$ cat src/rtl/mdu_pkg.sv
// mdu_pkg: shared definitions for the iterative multiply/divide unit.
//   Op codes (3-bit), FSM state encoding.
package mdu_pkg;

  localparam logic [2:0] MDU_MULT  = 3'd0;
  localparam logic [2:0] MDU_MULTU = 3'd1;
  localparam logic [2:0] MDU_DIV   = 3'd2;
  localparam logic [2:0] MDU_DIVU  = 3'd3;
  localparam logic [2:0] MDU_MTHI  = 3'd4;
  localparam logic [2:0] MDU_MTLO  = 3'd5;

  typedef enum logic [1:0] {
    S_IDLE = 2'd0,
    S_CALC = 2'd1,
    S_FIX  = 2'd2
  } state_t;

endpackage

$ cat src/rtl/mdu_step.sv
// mdu_step: one combinational iteration of the MDU datapath.
//   acc_i    in  2*WIDTH+1  accumulator {upper W+1 bits, lower W bits}
//   opnd_i   in  WIDTH      multiplicand (mult) or divisor (div), magnitude
//   is_div_i in  1          1: restoring shift-subtract, 0: shift-add
//   acc_o    out 2*WIDTH+1  accumulator after this step
// Mult: lower half starts as multiplier, upper collects partial product,
//   whole thing shifts right. Div: lower half starts as dividend, shifts
//   left into the partial remainder, quotient bits enter at bit 0.
module mdu_step #(
  parameter int WIDTH = 32
) (
  input  logic [2*WIDTH:0] acc_i,
  input  logic [WIDTH-1:0] opnd_i,
  input  logic             is_div_i,
  output logic [2*WIDTH:0] acc_o
);

  logic [WIDTH:0]   sum;
  logic [WIDTH:0]   diff;
  logic [2*WIDTH:0] shl;

  always_comb begin
    sum  = acc_i[2*WIDTH:WIDTH] + (acc_i[0] ? {1'b0, opnd_i} : {(WIDTH+1){1'b0}});
    // Partial remainder never exceeds W bits, so dropping acc_i[2W] is safe.
    shl  = {acc_i[2*WIDTH-1:0], 1'b0};
    diff = shl[2*WIDTH:WIDTH] - {1'b0, opnd_i};
    if (is_div_i) begin
      if (shl[2*WIDTH:WIDTH] >= {1'b0, opnd_i})
        acc_o = {diff, shl[WIDTH-1:1], 1'b1};
      else
        acc_o = shl;
    end else begin
      acc_o = {1'b0, sum, acc_i[WIDTH-1:1]};
    end
  end

endmodule

$ cat src/rtl/mdu_iter.sv
// mdu_iter: iterative multiply/divide unit with HI/LO registers.
//   MULT/MULTU/DIV/DIVU take WIDTH+1 busy cycles; MTHI/MTLO write in one.
// Ports:
//   clk    in   rising-edge clock
//   reset  in   asynchronous active-low reset
//   start  in   issue request, honoured only when idle
//   op     in   3-bit op code (mdu_pkg)
//   a, b   in   WIDTH operands (rs, rt)
//   cancel in   abort in-flight op (present only with MDU_CANCEL_EN)
//   busy   out  multi-cycle op in progress
//   done   out  one-cycle pulse after HI/LO written by a multi-cycle op
//   hi, lo out  HI/LO registers
// Build option: define MDU_CANCEL_EN to add the cancel port.
module mdu_iter
  import mdu_pkg::*;
#(
  parameter int WIDTH = 32
) (
  input  logic             clk,
  input  logic             reset,
  input  logic             start,
  input  logic [2:0]       op,
  input  logic [WIDTH-1:0] a,
  input  logic [WIDTH-1:0] b,
`ifdef MDU_CANCEL_EN
  input  logic             cancel,
`endif
  output logic             busy,
  output logic             done,
  output logic [WIDTH-1:0] hi,
  output logic [WIDTH-1:0] lo
);

  localparam int CW = $clog2(WIDTH+1);
  localparam int AW = 2*WIDTH+1;
  localparam logic [CW-1:0] LAST = CW'(WIDTH-1);

  state_t           state_q, state_d;
  logic [CW-1:0]    count_q, count_d;
  logic [AW-1:0]    acc_q, acc_d;
  logic [WIDTH-1:0] opnd_q, opnd_d;
  logic             is_div_q, is_div_d;
  logic             neg_res_q, neg_res_d;   // product/quotient needs negation
  logic             neg_rem_q, neg_rem_d;   // remainder takes dividend sign
  logic             dz_q, dz_d;             // divide by zero
  logic             done_q, done_d;
  logic [WIDTH-1:0] hi_q, hi_d;
  logic [WIDTH-1:0] lo_q, lo_d;

  logic [AW-1:0]      acc_step;
  logic               kill;
  logic               is_signed, a_neg, b_neg;
  logic [WIDTH-1:0]   a_abs, b_abs;
  logic [2*WIDTH-1:0] prod_fix;
  logic [WIDTH-1:0]   quo_fix, rem_fix;

`ifdef MDU_CANCEL_EN
  assign kill = cancel;
`else
  assign kill = 1'b0;
`endif

  mdu_step #(.WIDTH(WIDTH)) u_step (
    .acc_i    (acc_q),
    .opnd_i   (opnd_q),
    .is_div_i (is_div_q),
    .acc_o    (acc_step)
  );

  always_comb begin
    state_d   = state_q;
    count_d   = count_q;
    acc_d     = acc_q;
    opnd_d    = opnd_q;
    is_div_d  = is_div_q;
    neg_res_d = neg_res_q;
    neg_rem_d = neg_rem_q;
    dz_d      = dz_q;
    hi_d      = hi_q;
    lo_d      = lo_q;
    done_d    = 1'b0;

    is_signed = (op == MDU_MULT) || (op == MDU_DIV);
    a_neg     = is_signed && a[WIDTH-1];
    b_neg     = is_signed && b[WIDTH-1];
    a_abs     = a_neg ? -a : a;
    b_abs     = b_neg ? -b : b;

    prod_fix  = neg_res_q ? -acc_q[2*WIDTH-1:0] : acc_q[2*WIDTH-1:0];
    // Divide by zero keeps the raw all-ones quotient regardless of signs.
    quo_fix   = (neg_res_q && !dz_q) ? -acc_q[WIDTH-1:0] : acc_q[WIDTH-1:0];
    rem_fix   = neg_rem_q ? -acc_q[2*WIDTH-1:WIDTH] : acc_q[2*WIDTH-1:WIDTH];

    case (state_q)
      S_IDLE: begin
        if (start && !kill) begin
          case (op)
            MDU_MTHI: hi_d = a;
            MDU_MTLO: lo_d = a;
            MDU_MULT, MDU_MULTU, MDU_DIV, MDU_DIVU: begin
              state_d   = S_CALC;
              count_d   = '0;
              is_div_d  = op[1];
              opnd_d    = op[1] ? b_abs : a_abs;
              acc_d     = {{(WIDTH+1){1'b0}}, (op[1] ? a_abs : b_abs)};
              neg_res_d = a_neg ^ b_neg;
              neg_rem_d = a_neg;
              dz_d      = (b == '0);
            end
            default: ;
          endcase
        end
      end
      S_CALC: begin
        if (kill) begin
          state_d = S_IDLE;
        end else begin
          acc_d   = acc_step;
          count_d = count_q + 1'b1;
          if (count_q == LAST) state_d = S_FIX;
        end
      end
      S_FIX: begin
        state_d = S_IDLE;
        if (!kill) begin
          done_d = 1'b1;
          if (is_div_q) begin
            hi_d = rem_fix;
            lo_d = quo_fix;
          end else begin
            hi_d = prod_fix[2*WIDTH-1:WIDTH];
            lo_d = prod_fix[WIDTH-1:0];
          end
        end
      end
      default: state_d = S_IDLE;
    endcase
  end

  always_ff @(posedge clk or negedge reset) begin
    if (!reset) begin
      state_q   <= S_IDLE;
      count_q   <= '0;
      acc_q     <= '0;
      opnd_q    <= '0;
      is_div_q  <= 1'b0;
      neg_res_q <= 1'b0;
      neg_rem_q <= 1'b0;
      dz_q      <= 1'b0;
      done_q    <= 1'b0;
      hi_q      <= '0;
      lo_q      <= '0;
    end else begin
      state_q   <= state_d;
      count_q   <= count_d;
      acc_q     <= acc_d;
      opnd_q    <= opnd_d;
      is_div_q  <= is_div_d;
      neg_res_q <= neg_res_d;
      neg_rem_q <= neg_rem_d;
      dz_q      <= dz_d;
      done_q    <= done_d;
      hi_q      <= hi_d;
      lo_q      <= lo_d;
    end
  end

  assign busy = (state_q != S_IDLE);
  assign done = done_q;
  assign hi   = hi_q;
  assign lo   = lo_q;

endmodule

$ cat config.mk
export PLATFORM = sky130hd
export DESIGN_NAME = mdu_iter
export DESIGN_NICKNAME = d
export VERILOG_FILES = /design/src/rtl/mdu_pkg.sv /design/src/rtl/mdu_step.sv /design/src/rtl/mdu_iter.sv
export SDC_FILE = /design/constraint.sdc
export NUM_CORES = 1
export LEC_CHECK = 0
export CORE_MARGIN = 2
export CORE_UTILIZATION = 60
export DETAILED_ROUTE_END_ITERATION = 10
export PLACE_DENSITY_LB_ADDON = 0.3
export SLEW_MARGIN = 20
export SYNTH_ARGS = -nofsm -noshare
export SYNTH_HDL_FRONTEND = slang
export SYNTH_SLANG_ARGS = --single-unit
$ cat constraint.sdc
create_clock -name clk -period 4.8 [get_ports clk]
set_input_delay 0.96 -clock clk [delete_from_list [all_inputs] [get_ports clk]]
set_output_delay 0.96 -clock clk [all_outputs]
set_load 0.01 [all_outputs]
Word level (Yosys, flattened, before mapping)
Cells that the tools add are included.
{ "op_classes": {"n_mux": 29, "addsub": 8, "bitwise_logic": 1, "reduce_logical": 17, "eq_ne": 13, "order_cmp": 1} }
{ "ops": {"columns": ["operator", "n"], "rows": [
  ["two-way mux 32 bit", 13],
  ["two-way mux 65 bit", 4],
  ["one-hot mux 65 bit (2 select lines)", 1],
  ["negator 32 bit", 4],
  ["one-hot mux 32 bit (2 select lines)", 2],
  ["two-way mux 64 bit", 1],
  ["negator 64 bit", 1],
  ["adder 33 bit", 1],
  [">= comparator 33 x 32 -> 1 bit", 1],
  ["subtractor 33 x 32 -> 33 bit", 1],
  ["zero test 32 bit", 1],
  ["AND reduction 3 bit", 5],
  ["two-way mux 6 bit", 2],
  ["one-hot mux 6 bit (2 select lines)", 1],
  ["adder 6 x 1 -> 6 bit (second input constant)", 1],
  ["equality test 3 x 2 -> 1 bit (second input constant)", 2],
  ["equality test 3 bit (second input constant)", 2],
  ["equality test 6 x 5 -> 1 bit (second input constant)", 1],
  ["two-way mux 2 bit", 3],
  ["!= test 2 x 1 -> 1 bit (second input constant)", 3],
  ["nonzero test 2 bit", 3],
  ["!= test 2 bit (second input constant)", 2],
  ["one-hot mux 2 bit (2 select lines)", 1],
  ["OR reduction 4 bit", 1],
  ["other kinds (10)", 12]
]} }
{ "totals": {"wordCells": 80, "ff_bits": 174, "output_inout_bits": 66} }

Depth between registers and ports, before layout
{ "logic_depth": {"ltp_word": 8, "ltp_mapped": 15, "ltp_nobuf": 13} }

Modules after synthesis
From an unflattened synthesis, not the netlist that was laid out.
{ "hier_totals": {"hier_cells": 2005, "area_unflattened_um2": 16054.1} }
{ "modules_own_cells": {"columns": ["module", "instances", "area_each_um2", "cells_each", "seq_area_each_um2"], "rows": [
  ["mdu_iter", 1, 11193.2, 1316, 4354.2],
  ["mdu_step", 1, 4860.9, 689, 0.0]
]} }

Worst setup path before layout
Ideal clock, no wire load.
{ "synth_timing": {"path_type": "register -> register", "startpoint": "reg acc_q[0]", "endpoint": "reg acc_q[54]", "t_required_ns": 4.657, "slack_ns": 1.402, "setup_ns": 0.143, "stages_incl_launch_ff": 15, "arrival_time_ns": 3.255, "n_path_buf": 2, "path_cell_list": "dfrtp_1 clkbuf_1 inv_1 clkbuf_1 nor2_1 ha_1 o21ai_0 or3_1 o21a_1 or4_1 a21oi_1 o22ai_1 xnor2_1 a22oi_1 o221ai_1"} }
{ "synth_between": {"elab_chain_len": 4} }
{ "synth_lines": {"columns": ["item", "line_no", "text"], "rows": [
  ["start: declaration", "mdu_iter.sv:40", "logic [AW-1:0] acc_q, acc_d;"],
  ["start signal: assignment", "mdu_iter.sv:144", "acc_q <= '0;"],
  ["start signal: assignment", "mdu_iter.sv:156", "acc_q <= acc_d;"],
  ["two-way mux 32 bit", "mdu_step.sv:23", "sum = acc_i[2*WIDTH:WIDTH] + (acc_i[0] ? {1'b0, opnd_i} : {(WIDTH+1){1'b0}});"],
  ["adder 33 bit", "mdu_step.sv:23", null],
  ["two-way mux 65 bit", "mdu_step.sv:27", "if (is_div_i) begin"],
  ["one-hot mux 65 bit (2 select lines)", "mdu_iter.sv:94", "case (state_q)"]
]} }
Every way passes these cells.
A chain may end at the register's enable or synchronous reset.

Final worst setup path
{ "layout_timing": {"startpoint": "in a[16]", "endpoint": "reg acc_q[25]"} }
{ "layout_between": {"elab_chain_len": 6} }
{ "layout_lines": {"columns": ["item", "line_no", "text"], "rows": [
  ["start: declaration", "mdu_iter.sv:23", "input logic [WIDTH-1:0] a,"],
  ["negator 32 bit", "mdu_iter.sv:86", "a_abs = a_neg ? -a : a;"],
  ["two-way mux 32 bit", "mdu_iter.sv:86", null],
  ["two-way mux 32 bit", "mdu_iter.sv:105", "acc_d = {{(WIDTH+1){1'b0}}, (op[1] ? a_abs : b_abs)};"],
  ["two-way mux 65 bit", "mdu_iter.sv:97", "case (op)"],
  ["two-way mux 65 bit", "mdu_iter.sv:96", "if (start && !kill) begin"],
  ["one-hot mux 65 bit (2 select lines)", "mdu_iter.sv:94", null]
]} }
Every way passes these cells. The select of a mux whose other input is x is not followed.

==> impl_metrics.env <==
export IMPL_path_clk_slew_ns=0.07
export IMPL_routed_wl_mm=54.1
export IMPL_fmax_mhz=255
export IMPL_drv_cap=0
export IMPL_diodes=0
export IMPL_synth_most_common_cell="nor2_1"
export IMPL_ys_ff_latch=174
export IMPL_cts_buffers=17
export IMPL_clock_path_buffers=2
export IMPL_rows=58
export IMPL_syn_area_per_cell_um2=7.75
export IMPL_synth_area_leaders="dfrtp_1 (28%), o21ai_0 (6.6%), a21oi_1 (6.0%), mux2i_1 (5.8%), ha_1 (5.6%)"
export IMPL_grt_ovfl_total=0
export IMPL_setup_viol=0
export IMPL_cp_max_fo=5
export IMPL_die_area_um2=26900
export IMPL_drt_initial_drc_count=2183
export IMPL_cts_tree="yes"
export IMPL_synthFlopType="dfrtp_1"
export IMPL_cts_setup_buffers=0
export IMPL_die_x_um=164
export IMPL_cts_root_buf="clkbuf_16"
export IMPL_synthAdderAreaFrac_pct=5.87
export IMPL_antenna_found_initial=0
export IMPL_synth_yosys_seq_area_share_pct=28.3
export IMPL_synth_area_leader_cell="dfrtp_1"
export IMPL_fin_cells=2383
export IMPL_start_util_pct=61.1
export IMPL_grt_max_degree=108
export IMPL_cts_hold_buffers=0
export IMPL_final_nets=2183
export IMPL_portBuffers=135
export IMPL_post_cts_resized=0
export IMPL_critPathCaptureType="register"
export IMPL_yosys_mux_area_fraction_pct=7.11
export IMPL_crit_required_ns=5.12
export IMPL_clock_sinks=174
export IMPL_core_um2=25200
export IMPL_crit_type="in -> reg"
export IMPL_vias=16000
export IMPL_hold_path_class="reg -> reg"
export IMPL_async_flop_share_pct=100
export IMPL_synth_top_family_by_area="compound AO/OA/AOI/OAI gates"
export IMPL_fin_crit_ns=3.92
export IMPL_finish_utilization_pct=69.4
export IMPL_ant_nets=0
export IMPL_synth_xor_area_share_pct=9.74
export IMPL_slew_headroom_pct=27.3
export IMPL_die_h_um=164
export IMPL_tightestPinTransition_ns=1.09
export IMPL_dp_cells=2353
export IMPL_grt_first_pass_wirelength_mm=82.6
export IMPL_synth_fp_nets=2125
export IMPL_syn_inst=1984
export IMPL_rsz0062_at_grt="no"
export IMPL_grt_pass1_vias=14400
export IMPL_dp_hpwl_mm=40.9
export IMPL_synth_warnings=0
export IMPL_vias_per_cell=6.71
export IMPL_synthToLayoutAreaGrowth_pct=13.6
export IMPL_crit_arrival_ns=4.25
export IMPL_synth_edff_count=0
export IMPL_skew_ns=0.0208
export IMPL_power_density_nw_per_um2=759
export IMPL_start_kind="input port"
export IMPL_power_leakage_nw=7.71
export IMPL_htreeDepth=4
export IMPL_drive_above_1_share_pct=5.02
export IMPL_finalSetupTns_ns=0
export IMPL_outcome="completed"
export IMPL_synth_simple_gate_area_share_pct=18.8
export IMPL_wl_per_cell_um=22.7
export IMPL_synth_top_cells_by_count="nor2_1 (209), nand2_1 (207), o21ai_0 (203)"
export IMPL_synth_top_area_share_pct=28.3
export IMPL_max_vdd_ir_drop_uv=430
export IMPL_gp_congestion=0.988
export IMPL_remaining_drc_errors=0
export IMPL_synth_compound_area_share_pct=25.4
export IMPL_grt_total_usage_pct=39.8
export IMPL_clk_latency_ns=0.45
export IMPL_synth_distinct_cells=74
export IMPL_slew_violations=0
export IMPL_boundaryPins=136
export IMPL_synth_cell_area_um2=15400
export IMPL_finalCritPeriodShare_pct=81.8
export IMPL_drtPass1Iterations=7
export IMPL_finalHoldViolations=0
per-stage QoR:
step	setup WS (ns)	cell area (um^2)	total power, mW	hold WS [ns]
after floorplan	1.40	15400	9.01	0.439
after detailed placement	0.638	16900	11.5	0.471
after global routing	0.704	17500	14.2	0.517
after CTS	0.983	17500	13.0	0.486
after global placement	0.669	16900	11.3	0.461
final	0.876	17500	13.3	0.481
cells by family after synthesis:
logic type,count (synthesis)
flops,174
mux,107
xor+xnor,171
simple gates,629
compound gates,638
buf+inv,194
fa+ha+maj,71
final timing paths:
kind | slack (ns) | endpoint | cells past startpoint | startpoint
max | 0.88 | acc_q[25] | 11 | a[16]
min reg2reg | 0.48 | opnd_q[29] | 2 | opnd_q[29]
max reg2reg | 0.88 | acc_q[54] | 12 | acc_q[0]
min | 0.48 | opnd_q[29] | 2 | opnd_q[29]
min in group asynchronous | 0.52 | acc_q[39] | 1 | reset
max in group asynchronous | 3.16 | acc_q[20] | 2 | reset
state kept, by name (all words and copies together) (netlist names), 2 cells and up:
signal / cells
hi: 32
count_q: 6
acc_q: 65
lo: 32
state_q: 2
opnd_q: 32
layout by cell type, fill, tap and decap left out, drive strengths merged, types with 9 or more instances in the layout:
master,synthesis,layout
and2,17,17
inv,70,74
nand3,30,30
buf,16,29
clkdlybuf4s50,0,133
nor3,41,41
o221ai,12,12
o31ai,16,16
nand2,207,207
xor2,81,81
clkbuf,107,18
o21ai,205,205
ha,69,69
mux2i,89,89
a21o,42,42
dfrtp,174,174
a31oi,25,25
o21a,11,11
a21oi,187,187
or4,13,13
xnor2,90,90
nand4,13,13
nand2b,21,21
o21bai,10,10
a211oi,24,24
or3,13,13
o211ai,12,12
nor2b,16,16
nor4,19,19
mux2,18,18
nor2,209,209
o41ai,9,9
a22oi,18,18
routing by layer:
metal / track usage, % / up-vias / wire length, um
met3: 10.5 / 195 / 6800
met4: 15.6 / 0 / 2470
met1: 55.4 / 7489 / 21900
li1: - / 7226 / -
met5: 0 / - / 0
met2: 59.1 / 1083 / 22900
layout make-up:
| cell class | instances | area, um^2 |
|---|---|---|
| Clock inverter | 12 | 138 |
| Tap cell | 330 | 413 |
| Inverter | 71 | 268 |
| Multi-Input combinational cell | 1616 | 10300 |
| Fill cell | 2101 | 7700 |
| Clock buffer | 18 | 439 |
| Timing Repair Buffer | 162 | 1550 |
| Sequential cell | 174 | 4360 |
power by group:
| group | switching (mW) | internal, mW | leakage [nW] |
|---|---|---|---|
| Combinational | 5.06 | 3.68 | 5.41 |
| Clock | 0.657 | 0.782 | 0.279 |
| Sequential | 0.977 | 2.11 | 2.02 |
critical path, stage by stage:
cell	delay (ns)
clkdlybuf4s50_1	0.52
or4_1	0.64
nor4_1	0.70
nand2b_1	0.24
nor4_1	0.25
buf_4	0.19
a21oi_1	0.10
xnor2_1	0.26
a21oi_1	0.10
o21ai_0	0.18
o21ai_0	0.10
Note: power is estimated with default switching activity, not from simulation.
